--- config.mk ---
export PLATFORM = sky130hd
export DESIGN_NAME = seq_divider
export DESIGN_NICKNAME = d
export VERILOG_FILES = /design/src/rtl/seq_divider.sv
export SDC_FILE = /design/constraint.sdc
export NUM_CORES = 1
export LEC_CHECK = 0
export BUFFER_PORTS_ARGS = -buffer_cell sky130_fd_sc_hd__clkbuf_2
export CORE_MARGIN = 2
export CORE_UTILIZATION = 30
export DETAILED_ROUTE_END_ITERATION = 12
export GPL_ROUTABILITY_DRIVEN = 0
export PLACE_DENSITY_LB_ADDON = 0.2
export SETUP_SLACK_MARGIN = 0.15
export SLEW_MARGIN = 25
export SYNTH_ARGS = -nofsm -noshare
export SYNTH_HDL_FRONTEND = slang
export SYNTH_SLANG_ARGS = --single-unit
--- constraint.sdc ---
create_clock -name clk -period 5.8 [get_ports clk]
set_clock_uncertainty 0.2 [all_clocks]
set_input_delay 0 -clock clk [delete_from_list [all_inputs] [get_ports clk]]
set_output_delay 0 -clock clk [all_outputs]
set_load 0.03 [all_outputs]
--- src/rtl/seq_divider.sv ---
// Unsigned iterative restoring divider: one quotient bit per clock behind a
// start/busy/done handshake; a zero divisor finishes early with div_by_zero set.
module seq_divider #(
  parameter int unsigned WIDTH = 8
) (
  input  logic             clk,
  input  logic             rst,
  input  logic             start,
  input  logic [WIDTH-1:0] dividend,
  input  logic [WIDTH-1:0] divisor,
  output logic             busy,
  output logic             done,
  output logic [WIDTH-1:0] quotient,
  output logic [WIDTH-1:0] remainder,
  output logic             div_by_zero
);

  localparam int unsigned CW = $clog2(WIDTH + 1);

  typedef enum logic [1:0] {
    S_IDLE,
    S_CALC,
    S_DONE
  } state_t;

  state_t           state_q, state_d;
  logic [WIDTH-1:0] r_q, r_d;
  logic [WIDTH-1:0] q_q, q_d;
  logic [WIDTH-1:0] d_q, d_d;
  logic [CW-1:0]    cnt_q, cnt_d;
  logic             zero_q, zero_d;
  logic [WIDTH-1:0] quotient_q, quotient_d;
  logic [WIDTH-1:0] remainder_q, remainder_d;
  logic             dbz_q, dbz_d;
  logic [WIDTH:0]   t;

  always_comb begin
    state_d     = state_q;
    r_d         = r_q;
    q_d         = q_q;
    d_d         = d_q;
    cnt_d       = cnt_q;
    zero_d      = zero_q;
    quotient_d  = quotient_q;
    remainder_d = remainder_q;
    dbz_d       = dbz_q;
    t           = {r_q, q_q[WIDTH-1]};

    unique case (state_q)
      S_IDLE, S_DONE: begin
        state_d = S_IDLE;
        if (start) begin
          // A zero divisor still spends one busy cycle in CALC so done lands at A+1.
          state_d = S_CALC;
          r_d     = '0;
          q_d     = dividend;
          d_d     = divisor;
          zero_d  = (divisor == '0);
          cnt_d   = (divisor == '0) ? CW'(1) : CW'(WIDTH);
        end
      end
      S_CALC: begin
        if (zero_q) begin
          quotient_d  = '1;
          remainder_d = q_q;
          dbz_d       = 1'b1;
          state_d     = S_DONE;
        end else begin
          // Partial remainder stays below the divisor, so WIDTH bits hold the difference.
          if (t >= {1'b0, d_q}) begin
            r_d = t[WIDTH-1:0] - d_q;
            q_d = {q_q[WIDTH-2:0], 1'b1};
          end else begin
            r_d = t[WIDTH-1:0];
            q_d = {q_q[WIDTH-2:0], 1'b0};
          end
          cnt_d = cnt_q - CW'(1);
          if (cnt_q == CW'(1)) begin
            quotient_d  = q_d;
            remainder_d = r_d;
            dbz_d       = 1'b0;
            state_d     = S_DONE;
          end
        end
      end
      default: state_d = S_IDLE;
    endcase
  end

  always_ff @(posedge clk) begin
    if (rst) begin
      state_q     <= S_IDLE;
      r_q         <= '0;
      q_q         <= '0;
      d_q         <= '0;
      cnt_q       <= '0;
      zero_q      <= 1'b0;
      quotient_q  <= '0;
      remainder_q <= '0;
      dbz_q       <= 1'b0;
    end else begin
      state_q     <= state_d;
      r_q         <= r_d;
      q_q         <= q_d;
      d_q         <= d_d;
      cnt_q       <= cnt_d;
      zero_q      <= zero_d;
      quotient_q  <= quotient_d;
      remainder_q <= remainder_d;
      dbz_q       <= dbz_d;
    end
  end

  assign busy        = (state_q == S_CALC);
  assign done        = (state_q == S_DONE);
  assign quotient    = quotient_q;
  assign remainder   = remainder_q;
  assign div_by_zero = dbz_q;

endmodule

---- Word level (Yosys, flattened, before mapping) ----
Cells that the tools add are included.
operators by class
  equal/unequal tests ..................... 6
  magnitude comparators ................... 1
  add/subtract/negate cells ............... 2
  multiplexer cells ....................... 22
  reduce and logical (&&, ||, !) cells .... 8
operators by type and width
  kind                                                                number
  8-bit 2-to-1 mux                                                    9
  8-bit one-hot mux with 2 select lines                               2
  4-bit 2-to-1 mux                                                    3
  9-bit by 8-bit >= comparator with 1-bit output                      1
  8-bit zero test                                                     1
  4-bit one-hot mux with 2 select lines                               1
  8-bit subtractor                                                    1
  4-bit by 1-bit == test with 1-bit output, second input constant     1
  1-bit 2-to-1 mux                                                    4
  2-bit 2-to-1 mux                                                    2
  2-bit != test, second input constant                                2
  2-bit one-hot mux with 2 select lines                               1
  2-bit AND reduction                                                 2
  2-bit nonzero test                                                  2
  4-bit by 1-bit subtractor with 4-bit output, second input constant  1
  3-bit by 1-bit != test with 1-bit output, second input constant     1
  3-bit AND reduction                                                 1
  2-bit by 1-bit == test with 1-bit output, second input constant     1
  2-bit == test, second input constant                                1
  2-bit zero test                                                     1
  2-bit OR reduction                                                  1
word-level totals
  logic and storage cells ................. 48
  register bits ........................... 48
  bits of input ports ..................... 19
  output and inout port bits .............. 19

---- Depth between registers and ports, before layout ----
  depth after elaboration ................. 4
  mapped depth ............................ 10
  gate-level depth less buffers ........... 10

---- Least setup slack after synthesis ----
No wires, ideal clock.
  path kind ............................... register to register
  start ................................... register d_q[4]
  end ..................................... register remainder_q[0] (netlist: remainder[0])
  stages on the path, launching flop included .. 9
  slack ................................... 3580 ps
  arrival time ............................ 1940 ps
  library setup time ...................... 79 ps
  period minus slack after synthesis ...... 2220 ps
  buffers on the path ..................... 0
  data required time ...................... 5521 ps
  path through ............................ dfxtp_1 -> inv_1 -> ha_1 -> and3_1 -> o21ai_1 -> a31oi_2 -> nor2_4 -> mux2_4 -> a211oi_2
between the ends
  cells in the longest elaborated chain, start to end .. 4
RTL lines
  item                                            line  RTL
  start: declaration                              29    logic [WIDTH-1:0] d_q, d_d;
  start signal: assignment                        95    d_q <= '0;
  start signal: assignment                        105   d_q <= d_d;
  9-bit by 8-bit >= comparator with 1-bit output  70    if (t >= {1'b0, d_q}) begin
  8-bit 2-to-1 mux                                70
  8-bit 2-to-1 mux                                78    if (cnt_q == CW'(1)) begin
  8-bit 2-to-1 mux                                63    if (zero_q) begin
  end signal: assignment                          109   remainder_q <= remainder_d;
  end: declaration                                33    logic [WIDTH-1:0] remainder_q, remainder_d;
No other way between the ends. The select of a mux whose other input is x is not followed.
A chain may end at the register's enable or synchronous reset.

---- Worst setup path after layout ----
  start ................................... register state_q[1]
  end ..................................... register q_q[0]
between the ends
  cells in the longest elaborated chain, start to end .. 4
  elaborated cells on any way between the ends .. 9
  classes of those cells .................. eq/ne (4); mux (1); reduce/logical (4)
RTL lines
  item                                                                  line  RTL
  start: declaration                                                    26    state_t state_q, state_d;
  start signal: assignment                                              102   state_q <= state_d;
  2-bit == test or 2-bit zero test (tied branches)                      49    unique case (state_q)
  2-bit OR reduction                                                    49
  2-bit != test (no source line) or 2-bit nonzero test (tied branches)  n/a
  3-bit AND reduction (no source line)                                  n/a
  end signal: assignment                                                104   q_q <= q_d;
  end: declaration                                                      28    logic [WIDTH-1:0] q_q, q_d;
Parallel ways exist; a longest one is shown, timed or not.

==> summary.txt <==
Synthesis
  – Share of the synthesized area in the top cell type: 0.410
  – Synth top area cells: dfxtp_1 (41%), nand2_1 (7.7%), ha_1 (5.3%), nor2_1 (5.3%), a21oi_1 (5.1%)
  – Syn. warnings: 0
  – Synth Flop Type: dfxtp_1
  – EDFF count, synth: 0
  – Synthesized area: 2350 sq um
  – Syn nets: 325
  – Sequential fraction of the synthesis area: 0.410
  – Syn Area/Cell: 7.95 sq um
  – Yosys top cell by area: dfxtp_1
  – Synth cell count leaders: dfxtp_1 (48), nand2_1 (48), nor2_1 (33)
  – Post-synth cell types: 41
  – Seq cells post-synth: 48
  – Ys async rst share: 0
  – Cells after synthesis: 295

Job
  – Max-cap viol count: 0

STA
  – Final setup viols: 0
  – Worst-Margin Slew: 0.963 ns
  – Setup TNS Final: 0 ns
  – Min Clock Period, post-route: 2.66 ns
  – RSZ-0062 raised after global routing: false
  – Final Hold Slack: 0.0113 ns
  – Tcrit/Tclk final: 0.459
  – Final Max Slew Viols: 0
  – Setup ws final: 3.14 ns
  – Fmax: 375 MHz
  – Slew HR: 0.353
  – Hold Fails Final Rpt: 0

Clock network
  – Resized cells post-CTS: 0
  – # hold bufs at CTS: 17
  – Clk buf depth: 2
  – CTS buffer count: 5
  – Htree depth: 2
  – Post-CTS Setup Inserts: 0
  – Clk sink count: 48
  – Clock Root Buffer: clkbuf_8
  – Clock Latency Late Sink: 0.31 ns
  – CTS tree: built
  – Worst-path clk slew: 0.09 ns

Finish
  – Fill count: 814
  – Share of post-route cells with drive strength above 1: 0.158
  – Area growth from synthesis to layout: 23.7%
  – FF/Latch Area: 961 sq um
  – NumNets Final: 371
  – Antenna diode count: 0
  – Fin util: 0.379
  – Multi-input gate area: 1270 sq um

Critical path
  – Crit start category: flip-flop
  – R2R Path Start: state_q[1]
  – Worst path max stage delay: 0.58 ns
  – Worst EP required: 5.84 ns
  – Worst Path Class, Setup: flip-flop to flip-flop
  – Worst Path Arrival: 2.71 ns
  – Slowest cell on crit path: inv_1
  – Critical path, cell by cell: nand2b_1, inv_1, nand2b_1, nand2_1, o21ai_0, a21o_1, a21oi_1
  – Crit-path most repeated cell: nand2b_1
  – Critical Path End Type: flip-flop
  – CP Max Fanout: 22
  – Critical Path Start: state_q[1]

Pwr
  – Peak supply drop: 125 uV
  – Power Density: 311 nW/um^2
  – Leak Pwr: 1.19 nW

Floorplanning
  – Die area: 8540 sq um
  – Row count: 32
  – Starting Density: 0.307
  – Die Y: 92.4 microns
  – CORE AREA: 7650 sq um
  – Die Wd: 92.4 microns
  – Ports: 38

Drt
  – Vias/cell: 4.77
  – ANT nets after route: 0
  – # DRC: 0
  – Drt pass-1 iters: 4
  – Iteration-0 DRC Markers: 60
  – Vias: 2120
  – Avg WL per Cell: 13.3 microns
  – DRT Wirelength: 5.91 mm

Global routing
  – Congestion Overflow GR: 0
  – Initial antenna violation count: 0
  – Largest net degree at the start of global routing: 44
  – First-pass GRT wire length: 9.63 mm
  – GRT Util Overall: 0.142
  – Number of global-route vias before repair: 2003

Outcome
  – Status: completed

Worst hold path
  – Worst min path class: input pin to flip-flop
  – HP Start: rst

Placed design
  – # port buffers: 37
  – Dpl ws: 3.10 ns
  – Post-DP HPWL: 4.14 mm
-- where the power goes --
group | switching (mW) | internal [mW] | total (mW) | leakage, nW
Clock | 0.120 | 0.141 | 0.261 | 0.0614
Combinational | 0.157 | 0.110 | 0.267 | 0.732
Sequential | 0.0198 | 0.353 | 0.373 | 0.392
Total | 0.297 | 0.604 | 0.901 | 1.19
-- state kept, by name, summed over array words and instances, names as in the netlist --
signal       count
r_q              8
d_q              8
div_by_zero      1
quotient         8
q_q              8
remainder        8
state_q          2
zero_q           1
cnt_q            4
-- worst max-delay path, delay by kind of cell (launching register included) --
family	cells	cell delay [ns]
buffers and inverters	1	0.58
and+or+nand+nor	3	1.04
DFF	1	0.31
AOI/OAI and AO/OA	3	0.46
-- final timing paths --
check | cells past startpoint | end | slack, ns
worst max register to register | 7 | q_q[0] | 3.14
worst max-delay path | 7 | q_q[0] | 3.14
worst min-delay path | 3 | cnt_q[1] | 0.01
worst min register to register | 2 | d_q[4] | 0.26
-- cells by family (layout without fill, tap and decap cells) --
group           Yosys count  count (layout)  synth area share
compound gates           69              69             0.185
fa+ha+maj                11              11            0.0619
buf+inv                  30              77            0.0491
simple gates            124             124             0.240
mux                       7               7            0.0320
flops                    48              48             0.410
xor+xnor                  6               6            0.0224
-- layout by cell type (no fill, tap or decap), types with 5 or more instances in the layout --
cell type / n
nand2_1: 48
dfxtp_1: 48
clkbuf_2: 37
nor2_1: 32
a21oi_1: 24
nor3_1: 18
dlygate4sd3_1: 17
inv_1: 13
o21ai_1: 10
ha_1: 10
o21ai_0: 8
a311oi_1: 7
a211oi_1: 6
mux2i_1: 6
clkbuf_8: 6
nand3b_1: 5
-- stage by stage --
step | area, sq um | total power [mW] | cells
2_1_floorplan | 2350 | 0.577 | 295
3_3_place_gp | 2610 | 0.640 | 419
3_5_place_dp | 2610 | 0.640 | 419
4_1_cts | 2900 | 0.907 | 444
5_1_grt | 2900 | 0.955 | 444
6_report | 2900 | 0.901 | 444
-- area by class of cell --
class | instances | share of cell area
Clock inverter | 2 | 0.0134
Tap cell | 102 | 0.0440
Sequential cell | 48 | 0.331
Timing Repair Buffer | 56 | 0.128
Clock buffer | 6 | 0.0285
Multi-Input combinational cell | 217 | 0.439
Inverter | 13 | 0.0168
-- layer usage --
metal	part of all wire	track usage	routed length (microns)	vias up
met5	0	0	0	-
li1	-	-	-	1117
met4	0.012	0.0410	73	0
met3	0.042	0.0342	248	5
met1	0.49	0.184	2890	958
met2	0.46	0.234	2710	40
(Power assumes the default switching activity.)
